### config.mk
export PLATFORM = sky130hd
export DESIGN_NAME = lane_density_estimator
export DESIGN_NICKNAME = d
export VERILOG_FILES = /design/src/rtl/lane_det_pkg.sv /design/src/rtl/lane_sensor_filter.sv /design/src/rtl/lane_density_estimator.sv
export SDC_FILE = /design/constraint.sdc
export NUM_CORES = 1
export LEC_CHECK = 0
export CELL_PAD_IN_SITES_DETAIL_PLACEMENT = 2
export CELL_PAD_IN_SITES_GLOBAL_PLACEMENT = 2
export CORE_MARGIN = 1
export CORE_UTILIZATION = 40
export CTS_CLUSTER_DIAMETER = 150
export CTS_CLUSTER_SIZE = 30
export DETAILED_ROUTE_END_ITERATION = 10
export PLACE_DENSITY_LB_ADDON = 0.08
export SLEW_MARGIN = 20
export SYNTH_ARGS = -nofsm -noshare
export SYNTH_HDL_FRONTEND = slang
export SYNTH_HIERARCHICAL = 1
export SYNTH_SLANG_ARGS = --single-unit
### constraint.sdc
create_clock -name clk -period 2.1 [get_ports clk]
set_input_delay 0.21 -clock clk [delete_from_list [all_inputs] [get_ports clk]]
set_output_delay 0.21 -clock clk [all_outputs]
set_load 0.05 [all_outputs]
### src/rtl/lane_det_pkg.sv
// rtl/lane_det_pkg.sv - density codes, default sizing constants and the shared count quantiser
package lane_det_pkg;

    localparam logic [1:0] DENS_NONE  = 2'd0;
    localparam logic [1:0] DENS_LIGHT = 2'd1;
    localparam logic [1:0] DENS_MED   = 2'd2;
    localparam logic [1:0] DENS_HEAVY = 2'd3;

    localparam int DEF_DEBOUNCE_CYC  = 4;
    localparam int DEF_WINDOW_CYC    = 1000;
    localparam int DEF_CNT_W         = 8;
    localparam int DEF_TH1           = 2;
    localparam int DEF_TH2           = 5;
    localparam int DEF_TH3           = 9;
    localparam int DEF_PRESENCE_HOLD = 50;

    // Callers pass the count and thresholds already reduced to the counter width.
    function automatic logic [1:0] quantise(input logic [31:0] cnt,
                                            input logic [31:0] th1,
                                            input logic [31:0] th2,
                                            input logic [31:0] th3);
        if (cnt < th1)      return DENS_NONE;
        else if (cnt < th2) return DENS_LIGHT;
        else if (cnt < th3) return DENS_MED;
        else                return DENS_HEAVY;
    endfunction

endpackage

### src/rtl/lane_sensor_filter.sv
// rtl/lane_sensor_filter.sv - per-road synchroniser, debounce, vehicle edge and presence hold
module lane_sensor_filter
    import lane_det_pkg::*;
#(
    parameter int DEBOUNCE_CYC  = DEF_DEBOUNCE_CYC,
    parameter int PRESENCE_HOLD = DEF_PRESENCE_HOLD
) (
    input  logic clk,
    input  logic rst,
    input  logic clr,
    input  logic sensor,
    output logic vehicle_event,
    output logic presence
);

    localparam int DEB_W  = (DEBOUNCE_CYC > 1) ? $clog2(DEBOUNCE_CYC) : 1;
    localparam int HOLD_W = (PRESENCE_HOLD > 1) ? $clog2(PRESENCE_HOLD + 1) : 1;
    localparam logic [DEB_W-1:0]  DEB_LAST  = DEB_W'(DEBOUNCE_CYC - 1);
    localparam logic [HOLD_W-1:0] HOLD_INIT = HOLD_W'(PRESENCE_HOLD);

    logic              sync_meta;
    logic              sync;
    logic              filt;
    logic [DEB_W-1:0]  deb;
    logic [HOLD_W-1:0] hold;
    logic              flip;
    logic              rise;
    logic              fall;

    // Strobes fire in the cycle before filt changes so the hold timer loads
    // on the same edge filt drops and presence never blinks low.
    assign flip = (sync != filt) && (deb == DEB_LAST);
    assign rise = flip & sync;
    assign fall = flip & ~sync;

    always_ff @(posedge clk or posedge rst) begin
        if (rst) begin
            sync_meta     <= 1'b0;
            sync          <= 1'b0;
            filt          <= 1'b0;
            deb           <= '0;
            hold          <= '0;
            vehicle_event <= 1'b0;
        end else begin
            sync_meta     <= sensor;
            sync          <= sync_meta;
            vehicle_event <= rise;

            if (sync == filt) begin
                deb <= '0;
            end else if (deb == DEB_LAST) begin
                filt <= sync;
                deb  <= '0;
            end else begin
                deb <= deb + 1'b1;
            end

            if (clr || rise)       hold <= '0;
            else if (fall)         hold <= HOLD_INIT;
            else if (hold != '0)   hold <= hold - 1'b1;
        end
    end

    assign presence = filt | (hold != '0);

endmodule

### src/rtl/lane_density_estimator.sv
// rtl/lane_density_estimator.sv - per-road vehicle counting and density quantisation; DENSITY_SMOOTH_EN averages with previous window
module lane_density_estimator
    import lane_det_pkg::*;
#(
    parameter int DEBOUNCE_CYC  = DEF_DEBOUNCE_CYC,
    parameter int WINDOW_CYC    = DEF_WINDOW_CYC,
    parameter int CNT_W         = DEF_CNT_W,
    parameter int TH1           = DEF_TH1,
    parameter int TH2           = DEF_TH2,
    parameter int TH3           = DEF_TH3,
    parameter int PRESENCE_HOLD = DEF_PRESENCE_HOLD
) (
    input  logic       clk,
    input  logic       rst,
    input  logic       clr,
    input  logic       sensor_a,
    input  logic       sensor_b,
    input  logic       sensor_c,
    input  logic       sensor_d,
    output logic [1:0] TA,
    output logic [1:0] TB,
    output logic [1:0] TC,
    output logic [1:0] TD,
    output logic       VA,
    output logic       VB,
    output logic       VC,
    output logic       VD,
    output logic       window_tick
);

    localparam int WIN_W = $clog2(WINDOW_CYC);
    localparam logic [WIN_W-1:0] WIN_LAST = WIN_W'(WINDOW_CYC - 1);
    localparam logic [CNT_W-1:0] CNT_MAX  = '1;
    localparam logic [CNT_W-1:0] TH1_W    = CNT_W'(TH1);
    localparam logic [CNT_W-1:0] TH2_W    = CNT_W'(TH2);
    localparam logic [CNT_W-1:0] TH3_W    = CNT_W'(TH3);

    logic [3:0]       sensors;
    logic [3:0]       veh_event;
    logic [3:0]       presence;
    logic [WIN_W-1:0] win_cnt;
    logic             terminal;
    logic             tick;
    logic [CNT_W-1:0] veh_cnt   [4];
    logic [1:0]       dens      [4];
    logic [1:0]       dens_next [4];
    logic [CNT_W-1:0] q_in      [4];
`ifdef DENSITY_SMOOTH_EN
    logic [CNT_W-1:0] prev_cnt  [4];
    logic [CNT_W:0]   smooth_sum[4];
`endif

    assign sensors  = {sensor_d, sensor_c, sensor_b, sensor_a};
    assign terminal = (win_cnt == WIN_LAST);

    for (genvar g = 0; g < 4; g++) begin : g_lane
        lane_sensor_filter #(
            .DEBOUNCE_CYC  (DEBOUNCE_CYC),
            .PRESENCE_HOLD (PRESENCE_HOLD)
        ) u_filter (
            .clk           (clk),
            .rst           (rst),
            .clr           (clr),
            .sensor        (sensors[g]),
            .vehicle_event (veh_event[g]),
            .presence      (presence[g])
        );

`ifdef DENSITY_SMOOTH_EN
        // One extra bit keeps the two-window sum exact before halving.
        assign smooth_sum[g] = {1'b0, prev_cnt[g]} + {1'b0, veh_cnt[g]};
        assign q_in[g]       = smooth_sum[g][CNT_W:1];
`else
        assign q_in[g]       = veh_cnt[g];
`endif
        assign dens_next[g] = quantise(32'(q_in[g]), 32'(TH1_W), 32'(TH2_W), 32'(TH3_W));
    end

    always_ff @(posedge clk or posedge rst) begin
        if (rst) begin
            win_cnt <= '0;
            tick    <= 1'b0;
            for (int i = 0; i < 4; i++) begin
                veh_cnt[i]  <= '0;
                dens[i]     <= DENS_NONE;
`ifdef DENSITY_SMOOTH_EN
                prev_cnt[i] <= '0;
`endif
            end
        end else if (clr) begin
            win_cnt <= '0;
            tick    <= 1'b0;
            for (int i = 0; i < 4; i++) begin
                veh_cnt[i]  <= '0;
                dens[i]     <= DENS_NONE;
`ifdef DENSITY_SMOOTH_EN
                prev_cnt[i] <= '0;
`endif
            end
        end else begin
            tick    <= terminal;
            win_cnt <= terminal ? '0 : win_cnt + 1'b1;
            for (int i = 0; i < 4; i++) begin
                if (terminal) begin
                    // A terminal-cycle event opens the next window's count.
                    dens[i]     <= dens_next[i];
                    veh_cnt[i]  <= CNT_W'(veh_event[i]);
`ifdef DENSITY_SMOOTH_EN
                    prev_cnt[i] <= veh_cnt[i];
`endif
                end else if (veh_event[i] && (veh_cnt[i] != CNT_MAX)) begin
                    veh_cnt[i] <= veh_cnt[i] + 1'b1;
                end
            end
        end
    end

    assign TA          = dens[0];
    assign TB          = dens[1];
    assign TC          = dens[2];
    assign TD          = dens[3];
    assign VA          = presence[0];
    assign VB          = presence[1];
    assign VC          = presence[2];
    assign VD          = presence[3];
    assign window_tick = tick;

endmodule
==> results.md, run 1 <==
Power and ir drop:
- The clock share of power is 25.0%.
- The proportion of power drawn by flip-flops and latches is between 30% and 40%.
- The leakage power figure is roughly 0.0026 uW.
- The maximum resistive drop on vdd is around 0.00058 V.
- In this run the power spent charging and discharging nets is 2210 uW.
- Per report_power, the combinational group accounts for a little under two fifths of the total.
- The design draws approximately 6700 uW.
- The internal portion of the total power is ~4500 uW.
- Net switching is 33.0% of the power.
- The ratio of total power to cell area is about 1100 nW/um^2.

Floorplan:
- The die width is 116 um.
- The floorplan core area is roughly 13000 sq um.
- The initial core utilization is 41.1%.
- The row count is 41.
- The die footprint is 13500 sq um.
- From bottom edge to top edge, the die measures between 100 and 150 um.
- Pin placement for this block handled 20 I/O pins.

Clock tree:
- After clock tree synthesis, the clock-pin slew on the worst setup and hold paths is 0.07 ns.
- Clock tree synthesis found a total of 99 sinks.
- The clock tree root driver cell is sky130_fd_sc_hd__clkbuf_16.
- The clock reaches the later pin of the worst-skew pair after roughly 0.35 ns.
- The deepest clock path buffer count is 2.
- The TritonCTS clock tree is built.
- The CTS buffer count is 9.
- The level count of the clock H-tree is 3.

Detailed routing:
- The via-per-instance ratio is roughly 5.5.
- The total vias in the final route is around 4000.
- The first routing iteration left 144 violations.
- After detailed routing, the met3 layer carries between 150 and 200 um of wire.
- In the final routed layout, each cell accounts on average for between 15 and 20 um.
- The number of design rule violations left after detail routing is 0.
- The final layout contains routed wiring with a total length of 13300 um.
- The pre-antenna-repair detailed-routing pass consisted of 4 iterations.
- The detailed-route wire length on metal 1 is around 5800 um.
- The topmost layer with routed signal wires is met4.
- The count of nets left with antenna violations once routing finished came out at 0.
- After detailed routing, the met2 layer carries 7140 um of wire.

Synthesis:
- The gate count after technology mapping is ~500.
- For this run, the number of Yosys warnings is 6.
- Summing the sequential cell areas from Yosys gives roughly 48% of the chip area.
- Synthesis produced a netlist with a net count of 532.
- The most common flop cell mapped by yosys is sky130_fd_sc_hd__dfrtp_1.
- After synthesis, the netlist uses 54 different library cells.
- After synthesis, the share of flip-flops with an asynchronous set or reset is 100%.
- The share of synthesized area in the top cell type comes to about 48%.
- The per-instance average area after synthesis is approximately 10 sq um.
- The synthesized design spends more area on one cell type than any other, namely sky130_fd_sc_hd__dfrtp_1.
- The post-synthesis cell area is between 5000 and 6000 sq um.
- The synthesized design contains 0 enable-type register cells.
- Ranked by total cell area, the synthesized netlist is headed by sky130_fd_sc_hd__dfrtp_1, sky130_fd_sc_hd__ha_1, sky130_fd_sc_hd__xnor2_1, sky130_fd_sc_hd__nor2_1, sky130_fd_sc_hd__or3_1.
- After synthesis the netlist holds a flip-flop and latch count of 99.

Place:
- In this run the cell area measured after placement is around 5600 sq um.
- The total instance count after detailed placement is roughly 700.
- During placement, the flow inserted port buffers numbering 19.
- At the end of routability-driven placement, the weighted congestion stood at around 0.77.
- Once detailed placement completed, the half-perimeter wirelength came to around 9100 um.

STA:
- Setup violations remaining at the end of the flow were counted as 3.
- The worst clock skew on the final layout is ~0.0085 ns.
- The number of max-slew violations in the final report is 0.
- The transition time of the tightest slew-check pin is roughly 0.6 ns.
- The share of the clock period used by the worst path is 103%.
- The shortest period the worst path allows is ~2.2 ns.
- The worst-case setup margin in the final layout is -0.0676 ns.
- The fmax is about 460 MHz.
- Measured against its own limit, the worst slew margin works out to about three fifths.
- Hold is met by about 0.26 ns.
- The number of endpoints with negative hold slack in the final report is 0.
- Setup repair after global routing could not meet its margin everywhere.

Flow run:
- Max-cap violations in this run came to 0.

Hold path:
- The path type of the worst min-delay path is in -> reg.

Worst setup path:
- The endpoint kind of the worst setup timing path is an output pin.
- At the worst endpoint, the arrival time is about 2.0 ns.
- STA puts the critical path data required time at around 1.9 ns.
- The register-to-register setup slack is about 0.17 ns.
- The critical path class is reg -> out.
- STA classifies the critical path startpoint as a flip-flop.
- The top fanout value on the critical path is 2.

Final layout:
- The synthesis-to-layout area growth is 17.2%.
- The final-stage net count is between 500 and 600.
- The number of filler cells placed in the layout is between 1000 and 1500.
- The post-route cell area is between 6000 and 7000 sq um.
- For this run, the number of standard cells in the final layout without fillers is 719.
- The share of post-route cells with drive strength above 1 is between 10% and 20%.
- The utilization after layout is 48.2%.
- The number of antenna diodes in the final layout is 0.

Global route:
- Entering global routing, the biggest net connects 52 pins.
- After global routing the overflow that remains totals 0.
- The number of global-route vias before repair was 4353.
- The wire length of the first global-routing pass is around 22000 um.
- In the global route stage, overall resource usage came out at between 20% and 30%.
- The initial antenna violation count is 0.

Run status:
- The final reports fail on negative setup slack.
- The run finished, with violations left.
[cell usage in the layout, fill, tap and decap left out, drive strengths merged, types with 5 or more instances in the layout]
cell type / n
a211oi: 9
a21oi: 22
a31oi: 9
and2: 9
and3: 12
and4: 6
buf: 32
clkbuf: 11
clkdlybuf4s50: 14
dfrtp: 99
ha: 21
inv: 32
mux2: 8
mux2i: 5
nand2: 25
nand2b: 6
nand3: 15
nand3b: 5
nand4: 8
nor2: 47
nor3: 22
nor3b: 14
o21ai: 14
or3: 25
xnor2: 22
xor2: 8
[power by group through the flow]
stage	Sequential, uW	Combinational (uW)	Clock (uW)
global placement	2470	1950	0
global route	2510	2790	1780
CTS	2460	2420	1730
finish	2470	2540	1670
detailed placement	2500	2090	0
floorplan	2410	1660	0
[state kept, by name, indices dropped and copies added (netlist names)]
| register | cells |
|---|---|
| g_lane.u_filter/filt | 4 |
| g_lane.u_filter/deb | 8 |
| g_lane.u_filter/sync_meta | 4 |
| TB | 2 |
| g_lane.u_filter/vehicle_event | 4 |
| q_in | 32 |
| g_lane.u_filter/sync | 4 |
| g_lane.u_filter/hold | 24 |
| win_cnt | 10 |
| TD | 2 |
| window_tick | 1 |
| TA | 2 |
| TC | 2 |
[routing by layer]
| layer | global-route usage [%] | up-vias |
|---|---|---|
| li1 | - | 1873 |
| met1 | 25.6 | 2041 |
| met2 | 38.8 | 27 |
| met3 | 2.34 | 11 |
| met4 | 8.12 | 0 |
| met5 | 0 | - |
[synthesized netlist by cell type (9+ instances only)]
cell / count
sky130_fd_sc_hd__and3_1: 11
sky130_fd_sc_hd__or3_1: 21
sky130_fd_sc_hd__a21oi_1: 22
sky130_fd_sc_hd__o21ai_0: 9
sky130_fd_sc_hd__nor2_1: 43
sky130_fd_sc_hd__nand2_1: 25
sky130_fd_sc_hd__inv_1: 32
sky130_fd_sc_hd__xnor2_1: 22
sky130_fd_sc_hd__and2_1: 9
sky130_fd_sc_hd__a31oi_1: 9
sky130_fd_sc_hd__dfrtp_1: 99
sky130_fd_sc_hd__nor3_1: 18
sky130_fd_sc_hd__nor3b_1: 14
sky130_fd_sc_hd__nand3_1: 13
sky130_fd_sc_hd__ha_1: 21
[layout make-up]
| class | instances | area [sq um] | share of cell area (%) |
|---|---|---|---|
| clock buffers | 11 | 253 | 4.14 |
| clock inverters | 2 | 37.5 | 0.615 |
| inverters | 32 | 120 | 1.97 |
| multi-input cells | 357 | 2570 | 42.1 |
| flip-flops and latches | 99 | 2480 | 40.6 |
| well taps | 172 | 215 | 3.53 |
| repair buffers | 46 | 429 | 7.03 |
[critical path, stage by stage (launching register included)]
cell and delay [ns]:
sky130_fd_sc_hd__dfrtp_1 0.40, sky130_fd_sc_hd__inv_2 0.10, sky130_fd_sc_hd__ha_4 0.13, sky130_fd_sc_hd__or4b_4 0.46, sky130_fd_sc_hd__or3_4 0.35, sky130_fd_sc_hd__buf_8 0.16
[cells by family after synthesis]
logic type,count (synthesis),synth area share (%)
compound gates,83,11.7
xor+xnor,30,5.04
fa+ha+maj,21,5.04
buf+inv,48,3.92
flops,99,47.6
mux,13,2.76
simple gates,210,24.0
[final timing paths]
kind	start	cells past startpoint	end
worst min-delay path	clr	2	g_lane[0].u_filter/hold[3]
worst max-delay path	g_lane[1].u_filter/hold[1]	5	VB
worst min register to register	g_lane[3].u_filter/sync_meta	0	g_lane[3].u_filter/sync
min in group asynchronous	rst	2	g_lane[3].u_filter/hold[2]
worst max register to register	win_cnt[0]	5	q_in[8]
max in group asynchronous	rst	2	g_lane[2].u_filter/hold[4]
[metrics by stage]
| stage | worst slack, ns | TNS (ns) |
|---|---|---|
| floorplan | 0.261 | 0 |
| global placement | 0.272 | 0 |
| detailed placement | 0.162 | 0 |
| CTS | -0.0566 | -0.118 |
| global route | -0.110 | -0.366 |
| finish | -0.0676 | -0.160 |
[what timing repair did]
item	in CTS	in global routing
gates resized for setup	19	3
endpoints found under the setup margin	4	4
buffers inserted	14	6
hold buffers	0	0
Power figures use the tool's default switching activity.
==> run 2: changes to the inputs <==
--- a/config.mk
+++ b/config.mk
@@ -5,6 +5,7 @@
 export SDC_FILE = /design/constraint.sdc
 export NUM_CORES = 1
 export LEC_CHECK = 0
+export CAP_MARGIN = 30
 export CELL_PAD_IN_SITES_DETAIL_PLACEMENT = 2
 export CELL_PAD_IN_SITES_GLOBAL_PLACEMENT = 2
 export CORE_MARGIN = 1
==> results of run 2 <==
The final DEF is identical to that of run 1; final timing and power are the same.
==> run 3: changes to the inputs <==
--- a/config.mk
+++ b/config.mk
@@ -14,6 +14,7 @@
 export CTS_CLUSTER_SIZE = 30
 export DETAILED_ROUTE_END_ITERATION = 10
 export PLACE_DENSITY_LB_ADDON = 0.08
+export REMOVE_ABC_BUFFERS = 1
 export SLEW_MARGIN = 20
 export SYNTH_ARGS = -nofsm -noshare
 export SYNTH_HDL_FRONTEND = slang
==> constraint.sdc (replaced) <==
create_clock -name clk -period 2.05 [get_ports clk]
set_input_delay 0.205 -clock clk [delete_from_list [all_inputs] [get_ports clk]]
set_output_delay 0.205 -clock clk [all_outputs]
set_load 0.05 [all_outputs]
==> run 3 against run 2 <==
Compared with the run above: clock-buffer cell count down 2; sequential share of layout area rose by 0.28 points; global-route usage about the same; the run still ends with negative setup slack left; highest routed layer unchanged; via count is 0.15% lower; cell area fell by 0.68%; largest cell class unchanged.
==> results.md, run 3 (synthesis gave the netlist of run 1 again) <==
Clock tree:
- The count of clock tree sinks came to 99 (unchanged).
- The TritonCTS clock tree is built.
- The CTS buffer count is 9 (unchanged).
- The clock insertion delay at the later pin of the skew report is 0.36 ns (about the same).
- In this run the clock root is driven by a sky130_fd_sc_hd__clkbuf_16.
- The level count of the clock H-tree is 3 (unchanged).
- The deepest clock path buffer count came to 2 (unchanged).
- The CTS clock-pin slew for the worst setup and hold paths was 0.07 ns (about the same).

Worst setup path:
- The startpoint type of the worst setup path is a flip-flop.
- The standard cell with the maximum stage delay on the critical path is sky130_fd_sc_hd__or4b_4.
- The worst setup path is of the reg -> out kind.
- The critical path required time came to 1.85 ns (-0.04 ns).
- The capture point of the worst reg-to-reg path is g_lane[0].u_filter/hold[4].
- The startpoint of the lowest-slack register-to-register path is g_lane[0].u_filter/hold[0].
- Traced cell by cell, the critical path runs through inv_2, ha_4, or4b_4, or3_4, buf_8.
- The count of buffering cells on the critical path with inverters included came to 2 (unchanged).
- The register-to-register setup slack is 0.11 ns (-0.06 ns).
- The arrival time of data at the critical path endpoint came to 1.96 ns (about the same).
- The cell family with the largest share of critical-path delay is simple AND/OR/NAND/NOR gates.
- STA classifies the critical path endpoint as an output pin.
- The delay of the slowest cell on the worst path was 0.47 ns (about the same).
- The top fanout value on the critical path is 2 (unchanged).
- The depth of the most critical reg-to-reg path came to 8 (+3).

STA:
- The number of max-slew violations in the final report was 0 (unchanged).
- The number of endpoints with negative hold slack in the final report was 0 (unchanged).
- The final number of setup-violating endpoints is 4 (+1).
- The smallest clock period supported by the final layout is computed as between 2 and 2.5 ns.
- The worst-case setup margin in the final layout is -0.117 ns (-0.0494 ns).
- The worst hold margin is 0.283 ns (+0.0239 ns).
- The worst clock skew on the final layout came to 0.00832 ns (-0.000190 ns).
- The share of the clock period used by the worst path is 106%.
- Setup repair after global routing could not meet its margin everywhere.
- The transition time of the tightest slew-check pin came to 0.540 ns (-0.0641 ns).
- The fmax is approximately 460 MHz.
- The remaining max-slew budget at the tightest pin is 63.7% (+4.3 points).

Global route:
- The initial antenna violation count came to 0 (unchanged).
- The pin count of the biggest net entering global routing is 22 (-58%).
- The wire length of the first global-routing pass was 22000 um (about the same).
- The number of global-route vias before repair came to 4383 (+0.69%).
- The overall overflow remaining after global route is 0 (unchanged).
- The total global routing track utilization is 21.3% (+0.048 points).

Place:
- The pre-CTS setup slack came to 0.0188 ns (-0.144 ns).
- The placer's final routability congestion estimate is 0.757 (-1.7%).
- The count of port buffers added during placement is 19 (unchanged).
- The post-DP HPWL came to 9030 um (-1.1%).
- The total instance count after detailed placement is 687 (+0.15%).

Detailed routing:
- The detailed-route wire length per cell is 18.4 um (-0.13%).
- The number of design rule violations left after detail routing is 0 (unchanged).
- The iteration count of the initial detailed-routing pass was 4 (unchanged).
- The antenna violation net count after detailed routing is 0 (unchanged).
- The iteration-0 DRC count of the detailed router is 109 (-24%).
- The total vias in the final route is 3946 (-0.15%).
- The total wirelength of the detailed-routed design is 13300 um (+0.15%).
- The via-per-instance ratio is 5.47 (-0.43%).

Floorplan:
- The vertical die dimension was 116 um (unchanged).
- The die width was 116 um (unchanged).
- The floorplan core area was 12700 sq um (unchanged).
- The die footprint came to 13500 sq um (unchanged).
- The row count was 41 (unchanged).
- The initial core utilization is 41.1% (unchanged).
- The I/O pin count came to 20 (unchanged).

Final layout:
- The number of flip-flops in the largest register is 32 (unchanged).
- The top cell types in the final layout, fill and taps aside, are sky130_fd_sc_hd__dfrtp_1, sky130_fd_sc_hd__nor2_1, sky130_fd_sc_hd__nand2_1, sky130_fd_sc_hd__buf_4, sky130_fd_sc_hd__inv_1.
- The synthesis-to-layout area growth is 16.4%.
- The final cell count without fillers is 721 (+0.28%).
- The number of filler cells placed in the layout is 1337 (+0.22%).
- The number of antenna diodes came to 0 (unchanged).
- The share of post-route cells with drive strength above 1 is 18.6% (+0.30 points).
- The final-stage net count is 572 (-0.17%).
- The leading cell type in the layout, fill and taps excluded is sky130_fd_sc_hd__dfrtp_1.
- The utilization after layout is 47.9% (-0.33 points).

Run status:
- The final reports fail on negative setup slack.
- The flow ran to the end, but the final reports show violations.

Power and ir drop:
- The post-layout total power is 6760 uW (+1.3%).
- The ratio of total power to cell area is 1110 nW/um^2 (+2.0%).
- The maximum resistive drop on vdd is 0.000771 V (+32%).
- The leakage power figure came to 0.00257 uW (-0.61%).

Flow run:
- The number of maximum-capacitance violations is 0 (unchanged).

Hold path:
- The number of cells traversed by the worst hold path is 1 (-1).
- The min-delay analysis places its worst path in the category in -> reg.
- The path with the worst hold slack has its endpoint at g_lane[3].u_filter/sync_meta.
- The startpoint of the lowest-slack hold path is sensor_d.
==> run 3: final cells by class <==
type | count | area (sq um) | area share (%)
clock inverters | 7 | 63.8 | 1.05
inverters | 32 | 120 | 1.98
repair buffers | 45 | 405 | 6.69
clock buffers | 9 | 225 | 3.71
well taps | 172 | 215 | 3.55
multi-input cells | 357 | 2560 | 42.2
flip-flops and latches | 99 | 2480 | 40.9
==> run 3: routing by layer <==
| layer | global-route usage [%] | part of all wire (%) | vias to the layer above |
|---|---|---|---|
| met1 | 25.9 | 44 | 2019 |
| met4 | 5.81 | 1.1 | 0 |
| li1 | - | - | 1886 |
| met5 | 0 | 0 | - |
| met2 | 37.3 | 52 | 32 |
| met3 | 5.45 | 2.3 | 9 |
==> run 3: power breakdown <==
group	internal (uW)	switching, uW
clock network	843	815
logic	1300	1260
registers	2240	303
==> run 3: repair_timing <==
action                                  CTS  global route
endpoints found under the setup margin    4            10
hold buffers                              0             0
buffers inserted                         13             5
gates resized for setup                  18             2
pin swaps                                 0             0
==> run 3: worst max-delay path by stage <==
stage / end / slack (ns) / from / cells after the start
after floorplan: q_in[11] / 0.12 / win_cnt[0] / 5
after global placement: q_in[0] / 0.19 / win_cnt[0] / 5
after detailed placement: q_in[0] / 0.02 / win_cnt[0] / 5
after CTS: VB / -0.10 / g_lane[1].u_filter/hold[0] / 5
after global routing: VC / -0.18 / g_lane[2].u_filter/hold[0] / 5
final: VA / -0.12 / g_lane[0].u_filter/hold[0] / 5
==> run 3: through the flow <==
stage	setup TNS [ns]	cell area, sq um
6_report	-0.383	6060
5_1_grt	-0.647	6060
4_1_cts	-0.361	6020
3_5_place_dp	0	5590
3_3_place_gp	0	5590
2_1_floorplan	0	5120
